`src/rtl/mux31_rr_arbiter_if.sv`:
```
// Handshake bundle between three requesters, the 3:1 round-robin arbiter and the
// downstream consumer of the selected word.
interface mux31_rr_arbiter_if #(
  parameter int unsigned WIDTH = 10,
  parameter int unsigned CNTW  = 16
);
  logic [WIDTH-1:0] a;
  logic [WIDTH-1:0] b;
  logic [WIDTH-1:0] c;
  logic [2:0]       req;
  logic [2:0]       ack;
  logic [WIDTH-1:0] dataout;
  logic [1:0]       s;
  logic             out_valid;
  logic             out_ready;
  logic [CNTW-1:0]  xfer_cnt;

  modport slave (
    input  a, b, c, req, out_ready,
    output ack, dataout, s, out_valid, xfer_cnt
  );

  modport master (
    output a, b, c, req, out_ready,
    input  ack, dataout, s, out_valid, xfer_cnt
  );
endinterface

```
`src/rtl/mux31_rr_arbiter.sv`:
```
// Round-robin arbiter feeding a single-entry output buffer on a shared 3:1 mux path.
// Optional MUX31_ARB_LOCK_EN adds a 3-bit lock input that lets the last winner keep the grant.
module mux31_rr_arbiter #(
  parameter int unsigned WIDTH = 10,
  parameter int unsigned CNTW  = 16
) (
  input logic               clk,
  input logic               reset,
`ifdef MUX31_ARB_LOCK_EN
  input logic [2:0]         lock,
`endif
  mux31_rr_arbiter_if.slave bus
);

  logic [WIDTH-1:0] r_dataout;
  logic [1:0]       r_s;
  logic             r_out_valid;
  logic [CNTW-1:0]  r_cnt;
  logic [1:0]       r_ptr;
`ifdef MUX31_ARB_LOCK_EN
  logic [1:0]       r_last;
  logic             r_last_vld;
`endif

  logic             w_accept;
  logic             w_win_vld;
  logic [1:0]       w_win;
  logic [2:0]       w_sum;
  logic [1:0]       w_idx;
  logic             w_hold;
  logic             w_grant;
  logic [2:0]       w_ack;
  logic [WIDTH-1:0] w_sel;
  logic             w_drain;

  always_comb begin
    w_accept  = ~r_out_valid | bus.out_ready;
    w_drain   = r_out_valid & bus.out_ready;
    w_win     = 2'd0;
    w_win_vld = 1'b0;
    w_sum     = 3'd0;
    w_idx     = 2'd0;
    w_hold    = 1'b0;
    for (int k = 0; k < 3; k++) begin
      w_sum = {1'b0, r_ptr} + 3'(k);
      w_idx = (w_sum >= 3'd3) ? 2'(w_sum - 3'd3) : 2'(w_sum);
      if (!w_win_vld && bus.req[w_idx]) begin
        w_win     = w_idx;
        w_win_vld = 1'b1;
      end
    end
`ifdef MUX31_ARB_LOCK_EN
    // A locked last winner that still requests pre-empts the rotation and freezes ptr.
    if (r_last_vld && lock[r_last] && bus.req[r_last]) begin
      w_win     = r_last;
      w_win_vld = 1'b1;
      w_hold    = 1'b1;
    end
`endif
    w_grant = w_accept & w_win_vld & ~reset;
    w_ack   = w_grant ? (3'b001 << w_win) : 3'b000;
    unique case (w_win)
      2'd0:    w_sel = bus.a;
      2'd1:    w_sel = bus.b;
      default: w_sel = bus.c;
    endcase
  end

  always_ff @(posedge clk) begin
    if (reset) begin
      r_dataout   <= '0;
      r_s         <= 2'd0;
      r_out_valid <= 1'b0;
      r_cnt       <= '0;
      r_ptr       <= 2'd0;
`ifdef MUX31_ARB_LOCK_EN
      r_last      <= 2'd0;
      r_last_vld  <= 1'b0;
`endif
    end else begin
      if (w_drain) begin
        r_cnt <= r_cnt + 1'b1;
      end
      if (w_grant) begin
        r_dataout   <= w_sel;
        r_s         <= w_win;
        r_out_valid <= 1'b1;
        if (!w_hold) begin
          r_ptr <= (w_win == 2'd2) ? 2'd0 : w_win + 2'd1;
        end
`ifdef MUX31_ARB_LOCK_EN
        r_last     <= w_win;
        r_last_vld <= 1'b1;
`endif
      end else if (w_drain) begin
        r_out_valid <= 1'b0;
      end
    end
  end

  assign bus.ack       = w_ack;
  assign bus.dataout   = r_dataout;
  assign bus.s         = r_s;
  assign bus.out_valid = r_out_valid;
  assign bus.xfer_cnt  = r_cnt;

endmodule

```
`src/flat_wrapper.sv`:
```
// flat-port wrapper written by rule: the top's interface ports become plain ports
module mux31_rr_arbiter_flat 
#(
  parameter int unsigned WIDTH = 10,
  parameter int unsigned CNTW  = 16
)
  (clk, reset, bus_a, bus_b, bus_c, bus_req, bus_out_ready, bus_ack, bus_dataout, bus_s, bus_out_valid, bus_xfer_cnt);
  mux31_rr_arbiter_if #(.WIDTH(WIDTH), .CNTW(CNTW)) bus_i ();
  input logic clk;
  input logic reset;
  input wire logic [$bits(bus_i.a)-1:0] bus_a;
  input wire logic [$bits(bus_i.b)-1:0] bus_b;
  input wire logic [$bits(bus_i.c)-1:0] bus_c;
  input wire logic [$bits(bus_i.req)-1:0] bus_req;
  input wire logic [$bits(bus_i.out_ready)-1:0] bus_out_ready;
  output wire logic [$bits(bus_i.ack)-1:0] bus_ack;
  output wire logic [$bits(bus_i.dataout)-1:0] bus_dataout;
  output wire logic [$bits(bus_i.s)-1:0] bus_s;
  output wire logic [$bits(bus_i.out_valid)-1:0] bus_out_valid;
  output wire logic [$bits(bus_i.xfer_cnt)-1:0] bus_xfer_cnt;
  assign bus_i.a = bus_a;
  assign bus_i.b = bus_b;
  assign bus_i.c = bus_c;
  assign bus_i.req = bus_req;
  assign bus_i.out_ready = bus_out_ready;
  assign bus_ack = bus_i.ack;
  assign bus_dataout = bus_i.dataout;
  assign bus_s = bus_i.s;
  assign bus_out_valid = bus_i.out_valid;
  assign bus_xfer_cnt = bus_i.xfer_cnt;
  mux31_rr_arbiter #(.WIDTH(WIDTH), .CNTW(CNTW)) u_core (.clk(clk), .reset(reset), .bus(bus_i));
endmodule
```
`config.mk`:
```
export PLATFORM = sky130hd
export DESIGN_NAME = mux31_rr_arbiter_flat
export DESIGN_NICKNAME = d
export VERILOG_FILES = /design/src/rtl/mux31_rr_arbiter_if.sv /design/src/rtl/mux31_rr_arbiter.sv /design/src/flat_wrapper.sv
export SDC_FILE = /design/constraint.sdc
export NUM_CORES = 1
export LEC_CHECK = 0
export CELL_PAD_IN_SITES_DETAIL_PLACEMENT = 2
export CELL_PAD_IN_SITES_GLOBAL_PLACEMENT = 2
export CORE_MARGIN = 5
export CORE_UTILIZATION = 25
export CTS_BUF_LIST = sky130_fd_sc_hd__clkbuf_4
export DETAILED_ROUTE_END_ITERATION = 8
export HOLD_SLACK_MARGIN = 0.12
export PLACE_DENSITY_LB_ADDON = 0.2
export SYNTH_ARGS = -nofsm -noshare
export SYNTH_HDL_FRONTEND = slang
export SYNTH_SLANG_ARGS = --single-unit
```
`constraint.sdc`:
```
create_clock -name clk -period 2.9 [get_ports clk]
set_input_delay 0.435 -clock clk [delete_from_list [all_inputs] [get_ports clk]]
set_output_delay 0.435 -clock clk [all_outputs]
set_load 0.05 [all_outputs]
```
# [Word-level counts from Yosys, hierarchy flattened]
# Index checks and enable logic that the tools add are counted.
[op_classes] add_sub_neg=7 order_cmp=6 eq_ne=2 shifts=1 muxes=20 bitwise=6 reduce_logical=6
[op_table] cell="case mux 10 bit (2 select lines)" n=1
[op_table] cell="adder 16 x 1 -> 16 bit (second input constant)" n=1
[op_table] cell="two-way mux 2 bit" n=7
[op_table] cell="< comparator 2 x 3 -> 1 bit (second input constant)" n=3
[op_table] cell="two-way mux 1 bit" n=8
[op_table] cell="binary-select mux 1 bit (select 2 bit)" n=3
[op_table] cell=">= comparator 3 x 2 -> 1 bit (second input constant)" n=2
[op_table] cell="subtractor 2 bit (second input constant)" n=3
[op_table] cell="adder 2 x 1 -> 3 bit (second input constant)" n=1
[op_table] cell="adder 2 x 2 -> 3 bit (second input constant)" n=1
[op_table] cell="AND 1 bit" n=3
[op_table] cell="two-way mux 3 bit" n=1
[op_table] cell="<< shifter 1 x 2 -> 3 bit (first input constant)" n=1
[op_table] cell="adder 2 x 1 -> 2 bit (second input constant)" n=1
[op_table] cell="equality test 2 x 1 -> 1 bit (second input constant)" n=1
[op_table] cell="equality test 2 bit (second input constant)" n=1
[op_table] cell=">= comparator 2 bit (second input constant)" n=1
[op_table] cell="logical AND 1 bit" n=2
[op_table] cell="zero test 1 bit" n=2
[op_table] cell="zero test 2 bit" n=1
[op_table] cell="inverter 1 bit" n=2
[op_table] cell="nonzero test 2 bit" n=1
[op_table] cell="OR 1 bit" n=1
[totals] register_bits=31 inputBits=36 output_inout_bits=32 wordCells=53

# [Depth between registers and ports, before layout]
[depth] depth_word=14 mapped_depth=8 depth_no_buf=7

# [Worst setup path after synthesis]
# Ideal clock, no wire load.
[synth_timing] path_kind="reg2out" startpoint="reg u_core.r_ptr[0]" endpoint="out bus_ack[0]" t_arrival_ps=2363 t_required_ps=2465 slack_ps=102 path_stages_with_launch=9 n_path_buf=1 cell_sequence="dfxtp_1 -> inv_1 -> ha_1 -> inv_1 -> a32o_2 -> o32ai_4 -> buf_6 -> a21oi_1 -> nor2_1"
[synth_between] elab_chain_len=14 word_cells_on_any_way=31 cone_classes="5 x add/sub; 3 x order compare; 1 x shift; 16 x mux; 2 x bitwise; 4 x reduce/logical"
[synth_lines] item="start: declaration" line="mux31_rr_arbiter.sv:19" source="logic [1:0] r_ptr;"
[synth_lines] item="start signal: assignment" line="mux31_rr_arbiter.sv:89" source="r_ptr <= (w_win == 2'd2) ? 2'd0 : w_win + 2'd1;"
[synth_lines] item="parallel branches: the longest is 13 deep, another holds adder 2 x 1 -> 3 bit"
[synth_lines] item="two-way mux 3 bit (*)" line="mux31_rr_arbiter.sv:61" source="w_ack = w_grant ? (3'b001 << w_win) : 3'b000;"
[synth_lines] item="end: declaration" line="flat_wrapper.sv:16" source="output wire logic [$bits(bus_i.ack)-1:0] bus_ack;"
# Mark *: on every way between the ends. The select of a mux whose other input is x is not followed.

# [Final worst setup path]
[layout_timing] startpoint="reg u_core.r_ptr[0]" endpoint="out bus_ack[1]"
# Same word-level chain as after synthesis.

==> results.json <==
{
  "syn-num-nets": 261,
  "min_to": "u_core.bus.s[0]$_SDFFE_PP0P_",
  "worst_slack_ns": 0.148,
  "sequentialPowerShare_pct": 35.1,
  "final-setup-viol-count": 0,
  "dpl.hpwl_um": 5070,
  "hold_path_depth": 2,
  "grt_pass1_wl_um": 10900,
  "first_pass_iters": 4,
  "maxSlewViolCount": 0,
  "tns_ns": 0,
  "synth.most_common_cell": "dfxtp_1",
  "pre_cts_ws_ns": 0.180,
  "start_kind": "flip-flop",
  "synth_edf_count": 0,
  "critPathRequiredTime_ns": 2.47,
  "vias": 1915,
  "post-route-drc-count": 0,
  "worstPathArrival_ns": 2.32,
  "crit_chain": "inv_1 > ha_4 > inv_1 > a32o_2 > o21a_1 > or3_4 > inv_1 > buf_12",
  "hold_class": "reg2reg",
  "synth_area_um2": 1890,
  "max-slew-margin-rel_pct": 63.9,
  "reg2reg_to": "u_core.bus.dataout[4]$_SDFFE_PP0P_",
  "die_h_um": 96.9,
  "avgSynthCellArea_um2": 8.58,
  "dieArea_um2": 9380,
  "fmax_mhz": 363,
  "core_area_um2": 7290,
  "p_leak_nw": 1.05,
  "ys_ff_latch": 31,
  "ys_types": 43,
  "synthCells": 220,
  "cp_common_cell": "inv_1",
  "combPwrFrac_pct": 46.3,
  "htree_levels": 2,
  "yosysWarnings": 0,
  "status": "complete, no violations",
  "insertedDiodeCount": 0,
  "setup.worst_path.end_class": "output port",
  "finalHoldViolCount": 0,
  "fin_crit_sh_pct": 94.9,
  "yosysSeqAreaShare_pct": 32.9,
  "rsz0062_at_grt": "no",
  "routed_wl_um": 6390,
  "grt_start_max_net_pins": 21,
  "async_flop_share_pct": 0,
  "tightest_slew_ns": 0.541,
  "p_clk_share_pct": 18.6,
  "cts_root_buf": "clkbuf_4",
  "whs_ns": 0.495,
  "switching_share_pct": 39.1,
  "p_int_w": 0.000864,
  "port_buffers": 67,
  "ant_nets": 0,
  "rows": 31,
  "track_usage_pct": 13.9,
  "via_per_inst": 4.86,
  "gp_congestion": 0.746,
  "hp-start": "u_core.bus.s[0]$_SDFFE_PP0P_",
  "yosys-top-cells-area": "dfxtp_1, mux2_4, a21oi_1",
  "area_growth_pct": 49.9,
  "slowest_stage": "dfxtp_2",
  "finClkSkew_ns": 0.00871,
  "max_cap_viol_count": 0,
  "p_switching_w": 0.000555,
  "netlist_top_cells_count": "dfxtp_1, a21oi_1, inv_1",
  "crit_fanout": 5,
  "vdd_drop_max_mv": 0.185,
  "clock_latency_ns": 0.33,
  "drtIter0Drc": 79,
  "post-route-min-period_ns": 2.75,
  "cts.clk_slew.worst_paths_ns": 0.10,
  "wl_per_cell_um": 16.2,
  "synth_top_area_share_pct": 32.9,
  "regToRegStartpoint": "u_core.r_ptr[0]$_SDFFE_PP0P_",
  "antenna_found_initial": 0,
  "cts_hold_buf": 0,
  "p_per_area_nw_per_um2": 502,
  "cts_num_sinks": 31,
  "cts_tree": "built",
  "dieWidth_um": 96.9,
  "clk_path_buf_depth": 2,
  "final_nets": 335,
  "initial_core_util_pct": 25.9,
  "max_stage_delay_ns": 0.36,
  "r2r_slack_ns": 0.49,
  "place_area_um2": 2710,
  "io_pins": 68,
  "path_class": "reg2out",
  "grt_pass1_vias": 2233,
  "drive_gt1_share_pct": 17.3,
  "yosysTopAreaCell": "dfxtp_1",
  "reg2reg_depth": 9,
  "fin_area_um2": 2830,
  "overflow": 0,
  "synth_flop_cell": "dfxtp_1",
  "numCtsBuffers": 5
}
[per-layer routing]
metal / vias up / track usage, % / wire (µm)
li1: 933 / - / -
met1: 926 / 15.2 / 2630
met2: 44 / 25.2 / 3350
met3: 12 / 3.38 / 235
met4: 0 / 6.16 / 167
met5: - / 0 / 0
[state kept, by name, summed over array words and instances (netlist names)]
| name | count |
|---|---|
| u_core.bus.dataout | 10 |
| u_core.bus.out_valid | 1 |
| u_core.bus.s | 2 |
| u_core.r_ptr | 2 |
| u_core.bus.xfer_cnt | 16 |
[layout by cell type, fill, tap and decap left out, types with 3 or more instances in the layout]
cell,instances
o211ai_1,10
or2_2,3
nand2_1,8
buf_4,11
xor2_1,5
a21boi_0,10
nand3_1,16
buf_12,3
clkbuf_4,7
ha_1,3
inv_1,18
nor2b_1,3
xnor2_1,6
a31oi_1,10
o21ai_0,5
mux2_2,3
nor2_1,13
a21oi_1,20
mux2_4,7
dfxtp_1,29
nor3_1,5
clkdlybuf4s50_1,64
or3_1,4
nand2b_1,3
[area by class of cell]
| type | count | area [µm²] |
|---|---|---|
| fillers | 861 | 4460 |
| inverters | 18 | 67.6 |
| clock inverters | 1 | 5.00 |
| multi-input cells | 159 | 1160 |
| flip-flops and latches | 31 | 623 |
| well taps | 99 | 124 |
| clock buffers | 7 | 52.6 |
| repair buffers | 79 | 795 |
[per-stage QoR]
stage / util, % / total power (W) / std cells
global placement: 37.2 / 0.00114 / 384
finish: 38.8 / 0.00142 / 394
floorplan: - / 0.000914 / 220
detailed placement: 37.2 / 0.00115 / 384
CTS: 38.4 / 0.00144 / 393
global route: 38.8 / 0.00151 / 394
[power groups by stage]
stage | combinational (W) | sequential, W | clock, W
finish | 0.000657 | 0.000498 | 0.000264
global route | 0.000699 | 0.000507 | 0.000303
CTS | 0.000654 | 0.000500 | 0.000282
detailed placement | 0.000642 | 0.000508 | 0
global placement | 0.000628 | 0.000507 | 0
floorplan | 0.000274 | 0.000640 | 0
[cell families (layout without fill, tap and decap cells)]
group,count (synthesis),after routing,share of synthesized area [%]
AOI/OAI and AO/OA,66,66,25.1
buffers and inverters,30,105,7.43
muxes,12,12,8.42
and+or+nand+nor,65,65,17.7
xor gates and xnor gates,11,11,5.11
adders and majority gates,5,5,3.32
DFF,31,31,32.9
[worst max-delay path: cells and delay by family, from the launching register on]
family	cells	cell delay, ns
simple gates	1	0.34
compound gates	2	0.55
buf+inv	4	0.43
fa+ha+maj	1	0.31
flops	1	0.36
[worst max-delay path by stage]
| stage | end | from |
|---|---|---|
| 6_report | bus_ack[1] | u_core.r_ptr[0]$_SDFFE_PP0P_ |
| 5_1_grt | bus_ack[1] | u_core.r_ptr[0]$_SDFFE_PP0P_ |
| 3_5_place_dp | bus_ack[1] | bus_req[0] |
| 2_1_floorplan | bus_ack[0] | u_core.r_ptr[0]$_SDFFE_PP0P_ |
| 3_3_place_gp | bus_ack[1] | bus_req[0] |
| 4_1_cts | bus_ack[1] | u_core.r_ptr[1]$_SDFFE_PP0P_ |
[repair_timing]
action / 4_1_cts / 5_1_grt
setup endpoints to repair: 3 / 3
pin swaps: 1 / 3
resized for setup: 3 / 6
hold endpoints to repair: 0 / 0
buffers inserted: 1 / 1
Note: power is estimated with default switching activity, not from simulation.
